--- src/rtl/bin2bcd_seq_pkg.sv ---
// Shared types and elaboration helpers for the sequential binary-to-BCD converter.
package bin2bcd_pkg;

   typedef enum logic [1:0] {
      IDLE  = 2'd0,
      SHIFT = 2'd1,
      DONE  = 2'd2
   } state_t;

   // Decimal digits needed to hold any bin_w-bit unsigned value: ceil(bin_w*log10(2)),
   // with log10(2) approximated as 0.30103 in fixed point.
   function automatic int unsigned min_digits(input int unsigned bin_w);
      return (bin_w * 30103 + 99999) / 100000;
   endfunction

endpackage

--- src/rtl/bin2bcd_seq_digit_adj.sv ---
// Single BCD digit correction for shift-add-3: digits of 5 or more get +3 before the shift.
module bcd_digit_adj (
   input  logic [3:0] i_digit,
   output logic [3:0] o_digit
);

   // Add 3 to digits 5..9; results stay within 4 bits (max 12).
   always_comb begin
      o_digit = i_digit;
      if (i_digit >= 4'd5) begin
         o_digit = i_digit + 4'd3;
      end
   end

endmodule

--- src/rtl/bin2bcd_seq.sv ---
// Iterative binary-to-BCD converter: one shift-add-3 step per clock, valid/ready on both sides.
module bin2bcd_seq
   import bin2bcd_pkg::*;
#(
   parameter int unsigned BIN_W  = 8,
   parameter int unsigned DIGITS = 3
) (
   input  logic                  clk,
   input  logic                  rst,
   input  logic                  in_valid,
   output logic                  in_ready,
   input  logic [BIN_W-1:0]      bin_in,
   output logic                  out_valid,
   input  logic                  out_ready,
   output logic [4*DIGITS-1:0]   bcd_out,
   output logic                  ovf,
   output logic                  busy
);

   localparam int unsigned CNT_W = $clog2(BIN_W + 1);
   localparam int unsigned BCD_W = 4 * DIGITS;

   if (DIGITS < min_digits(BIN_W)) begin : g_ovf_reachable
      $info("bin2bcd_seq: DIGITS=%0d is below %0d needed for BIN_W=%0d; ovf can assert",
            DIGITS, min_digits(BIN_W), BIN_W);
   end

   state_t              r_state;
   logic [BIN_W-1:0]    r_shift;
   logic [BCD_W-1:0]    r_bcd;
   logic                r_ovf;
   logic [CNT_W-1:0]    r_cnt;
   logic                r_in_ready;
   logic                r_out_valid;
   logic                r_busy;
   logic [BCD_W-1:0]    w_adj;

   for (genvar gi = 0; gi < DIGITS; gi++) begin : g_adj
      bcd_digit_adj u_adj (
         .i_digit (r_bcd[4*gi +: 4]),
         .o_digit (w_adj[4*gi +: 4])
      );
   end

   // Handshake FSM plus the shift/count datapath; all outputs are registered.
   always_ff @(posedge clk or posedge rst) begin
      if (rst) begin
         r_state     <= IDLE;
         r_shift     <= '0;
         r_bcd       <= '0;
         r_ovf       <= 1'b0;
         r_cnt       <= '0;
         r_in_ready  <= 1'b1;
         r_out_valid <= 1'b0;
         r_busy      <= 1'b0;
      end else begin
         case (r_state)
            IDLE: begin
               if (in_valid) begin
                  r_shift    <= bin_in;
                  r_bcd      <= '0;
                  r_ovf      <= 1'b0;
                  r_cnt      <= CNT_W'(BIN_W);
                  r_in_ready <= 1'b0;
                  r_busy     <= 1'b1;
                  r_state    <= SHIFT;
               end
            end
            SHIFT: begin
               // The bit pushed out of the top digit is a carry worth 10^DIGITS.
               r_bcd   <= {w_adj[BCD_W-2:0], r_shift[BIN_W-1]};
               r_shift <= r_shift << 1;
               r_ovf   <= r_ovf | w_adj[BCD_W-1];
               r_cnt   <= r_cnt - CNT_W'(1);
               if (r_cnt == CNT_W'(1)) begin
                  r_out_valid <= 1'b1;
                  r_state     <= DONE;
               end
            end
            DONE: begin
               if (out_ready) begin
                  r_out_valid <= 1'b0;
                  r_in_ready  <= 1'b1;
                  r_busy      <= 1'b0;
                  r_state     <= IDLE;
               end
            end
            default: begin
               r_out_valid <= 1'b0;
               r_in_ready  <= 1'b1;
               r_busy      <= 1'b0;
               r_state     <= IDLE;
            end
         endcase
      end
   end

   assign in_ready  = r_in_ready;
   assign out_valid = r_out_valid;
   assign busy      = r_busy;
   assign bcd_out   = r_bcd;
   assign ovf       = r_ovf;

endmodule

--- config.mk ---
export PLATFORM = sky130hd
export DESIGN_NAME = bin2bcd_seq
export DESIGN_NICKNAME = d
export VERILOG_FILES = /design/src/rtl/bin2bcd_seq_pkg.sv /design/src/rtl/bin2bcd_seq_digit_adj.sv /design/src/rtl/bin2bcd_seq.sv
export SDC_FILE = /design/constraint.sdc
export NUM_CORES = 1
export LEC_CHECK = 0
export CAP_MARGIN = 10
export CELL_PAD_IN_SITES_DETAIL_PLACEMENT = 1
export CELL_PAD_IN_SITES_GLOBAL_PLACEMENT = 1
export CORE_MARGIN = 5
export CORE_UTILIZATION = 43
export CTS_CLUSTER_SIZE = 40
export DETAILED_ROUTE_END_ITERATION = 16
export PLACE_DENSITY_LB_ADDON = 0.1
export SETUP_SLACK_MARGIN = 0.2
export SLEW_MARGIN = 15
export SYNTH_ARGS = -nofsm -noshare
export SYNTH_HDL_FRONTEND = slang
export SYNTH_HIERARCHICAL = 1
export SYNTH_SLANG_ARGS = --single-unit
--- constraint.sdc ---
create_clock -name clk -period 4.18 [get_ports clk]
set_input_delay 0.836 -clock clk [delete_from_list [all_inputs] [get_ports clk]]
set_output_delay 0.836 -clock clk [all_outputs]
set_load 0.005 [all_outputs]
==> results.json <==
{
  "die_h_um": 71.22,
  "crit_fanout": 24,
  "setup_tns_ps": 0,
  "cp_num_buf_inv": 1,
  "power_switching_uw": 560.8,
  "syn_nets": 185,
  "io_buffers": 27,
  "avgSynthCellArea_um2": 9.767,
  "switching_share_pct": 37.50,
  "dieArea_um2": 5072,
  "reg2regPathDepth": 3,
  "peakVddDrop_mv": 0.3362,
  "cts_setup_buffers": 0,
  "vias_per_cell": 5.264,
  "clkPwrFrac_pct": 15.7,
  "routed_wl_mm": 3.659,
  "fin_crit_ps": 2380,
  "post-route-cell-area_um2": 1989,
  "diodes": 0,
  "drt_pass1_iterations": 4,
  "cts_buffers": 5,
  "p_int_uw": 934.6,
  "maxCapViolations": 0,
  "timing.fmax_ghz": 0.4202,
  "drc": 0,
  "grt_overflow": 0,
  "syn_to_final_growth_pct": 23.45,
  "required_ps": 4320,
  "min_delay_path_depth": 2,
  "skew_ps": 3.762,
  "h-tree-depth": 2,
  "cts_resized": 0,
  "synth-edff-count": 0,
  "yosysSeqAreaShare_pct": 46.66,
  "hold_viol": 0,
  "power_density_nw_per_um2": 751.7,
  "vias": 1274,
  "slowest_stage": "o21bai_2",
  "status": "complete, no violations",
  "multi_input_area_um2": 767.0,
  "critPathMaxStageDelay_ps": 810,
  "clk_pin_slew_ps": 60,
  "synth_area_um2": 1612,
  "start_util_pct": 44.35,
  "die-width_um": 71.22,
  "cp-start-kind": "primary input",
  "grt_first_pass_wirelength_mm": 6.472,
  "regToRegSetupSlack_ps": 2240,
  "io_pins": 28,
  "relSlewSlack_pct": 36.99,
  "synthDominantCellAreaShare_pct": 45.03,
  "hold_end": "r_shift[6]",
  "leakagePower_uw": 0.0009405,
  "track_usage_pct": 16.15,
  "min_period_over_period_pct": 56.93,
  "grt_max_degree": 25,
  "final_max_slew_viol_count": 0,
  "synthArstFlopShare_pct": 100.0,
  "layout.nets": 213,
  "yosys_warnings": 6,
  "p_seq_share_pct": 38.2,
  "ys.flop_type": "dfrtp_1",
  "setup_violations": 0,
  "avgRoutedWirePerCell_um": 15.12,
  "drive_above_1_share_pct": 8.247,
  "grt_pass1_vias": 1370,
  "clk_path_buf_depth": 2,
  "cts-root-buf": "clkbuf_8",
  "critPathKind": "primary input to flip-flop",
  "worstPathCellList": "clkdlybuf4s50_1 -> o21bai_2 -> nor2b_1 -> a311oi_1",
  "cts.sinks": 30,
  "grt_setup_unrepaired": "false",
  "synth.area.top_cells": "dfrtp_1 (45%), a22o_1 (7.1%), ha_1 (6.2%), nand2_1 (5.8%), o21ai_1 (4.3%)",
  "syn_inst": 165,
  "reg2reg_from": "r_state[0]",
  "worstHoldStart": "r_shift[6]",
  "worstSetupEndpointType": "flip-flop",
  "nFillCells": 438,
  "cp_top_family": "compound AO/OA/AOI/OAI gates",
  "drtAntennaViolNets": 0,
  "antenna_found_initial": 0,
  "ys_types": 33,
  "place_area_um2": 1898,
  "drt-initial-drc-count": 51,
  "dpl.hpwl_mm": 2.746,
  "yosys_register_bits": 30,
  "place_congestion": 0.7814,
  "arrival_ps": 2520,
  "tritoncts": "built",
  "tightestPinTransition_ps": 944.5,
  "synth_top_area_cell": "dfrtp_1",
  "hp-class": "flip-flop to flip-flop",
  "seq_area_um2": 752.0,
  "pwr-share-comb_pct": 46.2,
  "reg2reg_to": "r_cnt[3]",
  "placementRows": 22,
  "core_um2": 3633,
  "cts_hold_buf": 0,
  "clock_latency_ps": 280
}
## placed cells by master, fill, tap and decap left out, types with 7 or more instances in the layout
cell type        count
clkdlybuf4s50_1     27
a21oi_1              8
nand2_1             25
ha_1                 8
inv_1               10
nand2b_1             7
o21ai_1             14
nor2_1               7
dfrtp_1             29
a22o_1              13
## final cells by class
type / count / share of cell area [%]
clock buffer: 7 / 4.340
clock inverter: 1 / 0.2516
inverter: 11 / 2.075
multi-input combinational: 117 / 38.55
sequential: 30 / 37.80
tap: 48 / 3.019
timing repair buffer: 28 / 13.96
## worst max path at each step
stage | from | end | slack (ps) | cells past startpoint
finish | in_valid | r_cnt[3] | 1800 | 4
global route | in_valid | r_cnt[3] | 1600 | 4
CTS | in_valid | r_cnt[3] | 1760 | 4
detailed placement | in_valid | r_cnt[3] | 1480 | 4
global placement | in_valid | r_cnt[3] | 1590 | 4
floorplan | rst | bcd_out[0] | 2710 | 1
## state kept, by name, summed over array words and instances (netlist names)
signal,count
out_valid,1
in_ready,1
r_cnt,4
r_state,2
busy,1
ovf,1
r_shift,8
bcd_out,12
## cells by family (layout without fill, tap and decap cells)
group / count (synthesis) / count (layout) / synth area share, %
compound gates: 49 / 49 / 20.42
xor+xnor: 3 / 3 / 1.631
fa+ha+maj: 8 / 8 / 6.211
buf+inv: 18 / 47 / 5.745
flops: 30 / 30 / 46.66
mux: 4 / 4 / 2.562
simple gates: 53 / 53 / 16.77
## power groups by stage
stage | clock network [uW] | logic [uW] | registers, uW
after floorplan | 0 | 490 | 530
after global placement | 0 | 656 | 563
after detailed placement | 0 | 709 | 576
after CTS | 241 | 709 | 573
after global routing | 260 | 779 | 595
final | 234 | 690 | 571
## worst register-to-register path, stage by stage, from the launching register on
cell and delay [ps]:
dfrtp_1 640, o21bai_2 880, nor2b_1 230, a311oi_1 60
## Yosys cell counts (all sizes together) (6+ instances only)
cell and number:
dfrtp 29, nand2 25, o21ai 17, a22o 13, a21oi 11, inv 11, ha 8, nor2 8
buf 7, nand2b 7, and3b 6
## through the flow
| step | util (%) | std cells | hold WS (ps) | total power [uW] | setup WS, ps |
|---|---|---|---|---|---|
| after global routing | 54.75 | 242 | 530.5 | 1634 | 1596 |
| after floorplan | - | 165 | 455.8 | 1020 | 2712 |
| after global placement | 52.24 | 234 | 470.4 | 1219 | 1587 |
| after detailed placement | 52.24 | 234 | 485.3 | 1284 | 1479 |
| after CTS | 54.75 | 242 | 497.6 | 1523 | 1763 |
| final | 54.75 | 242 | 490.1 | 1495 | 1800 |
## routing by layer
metal / wire (um) / vias up / part of all wire, % / GRT usage, %
met3: 158 / 5 / 4.3 / 4.909
li1: - / 624 / - / -
met1: 1573 / 617 / 43 / 20.14
met4: 35 / 0 / 0.96 / 5.010
met2: 1892 / 28 / 52 / 26.84
met5: 0 / - / 0 / 0
Power figures use the tool's default switching activity.
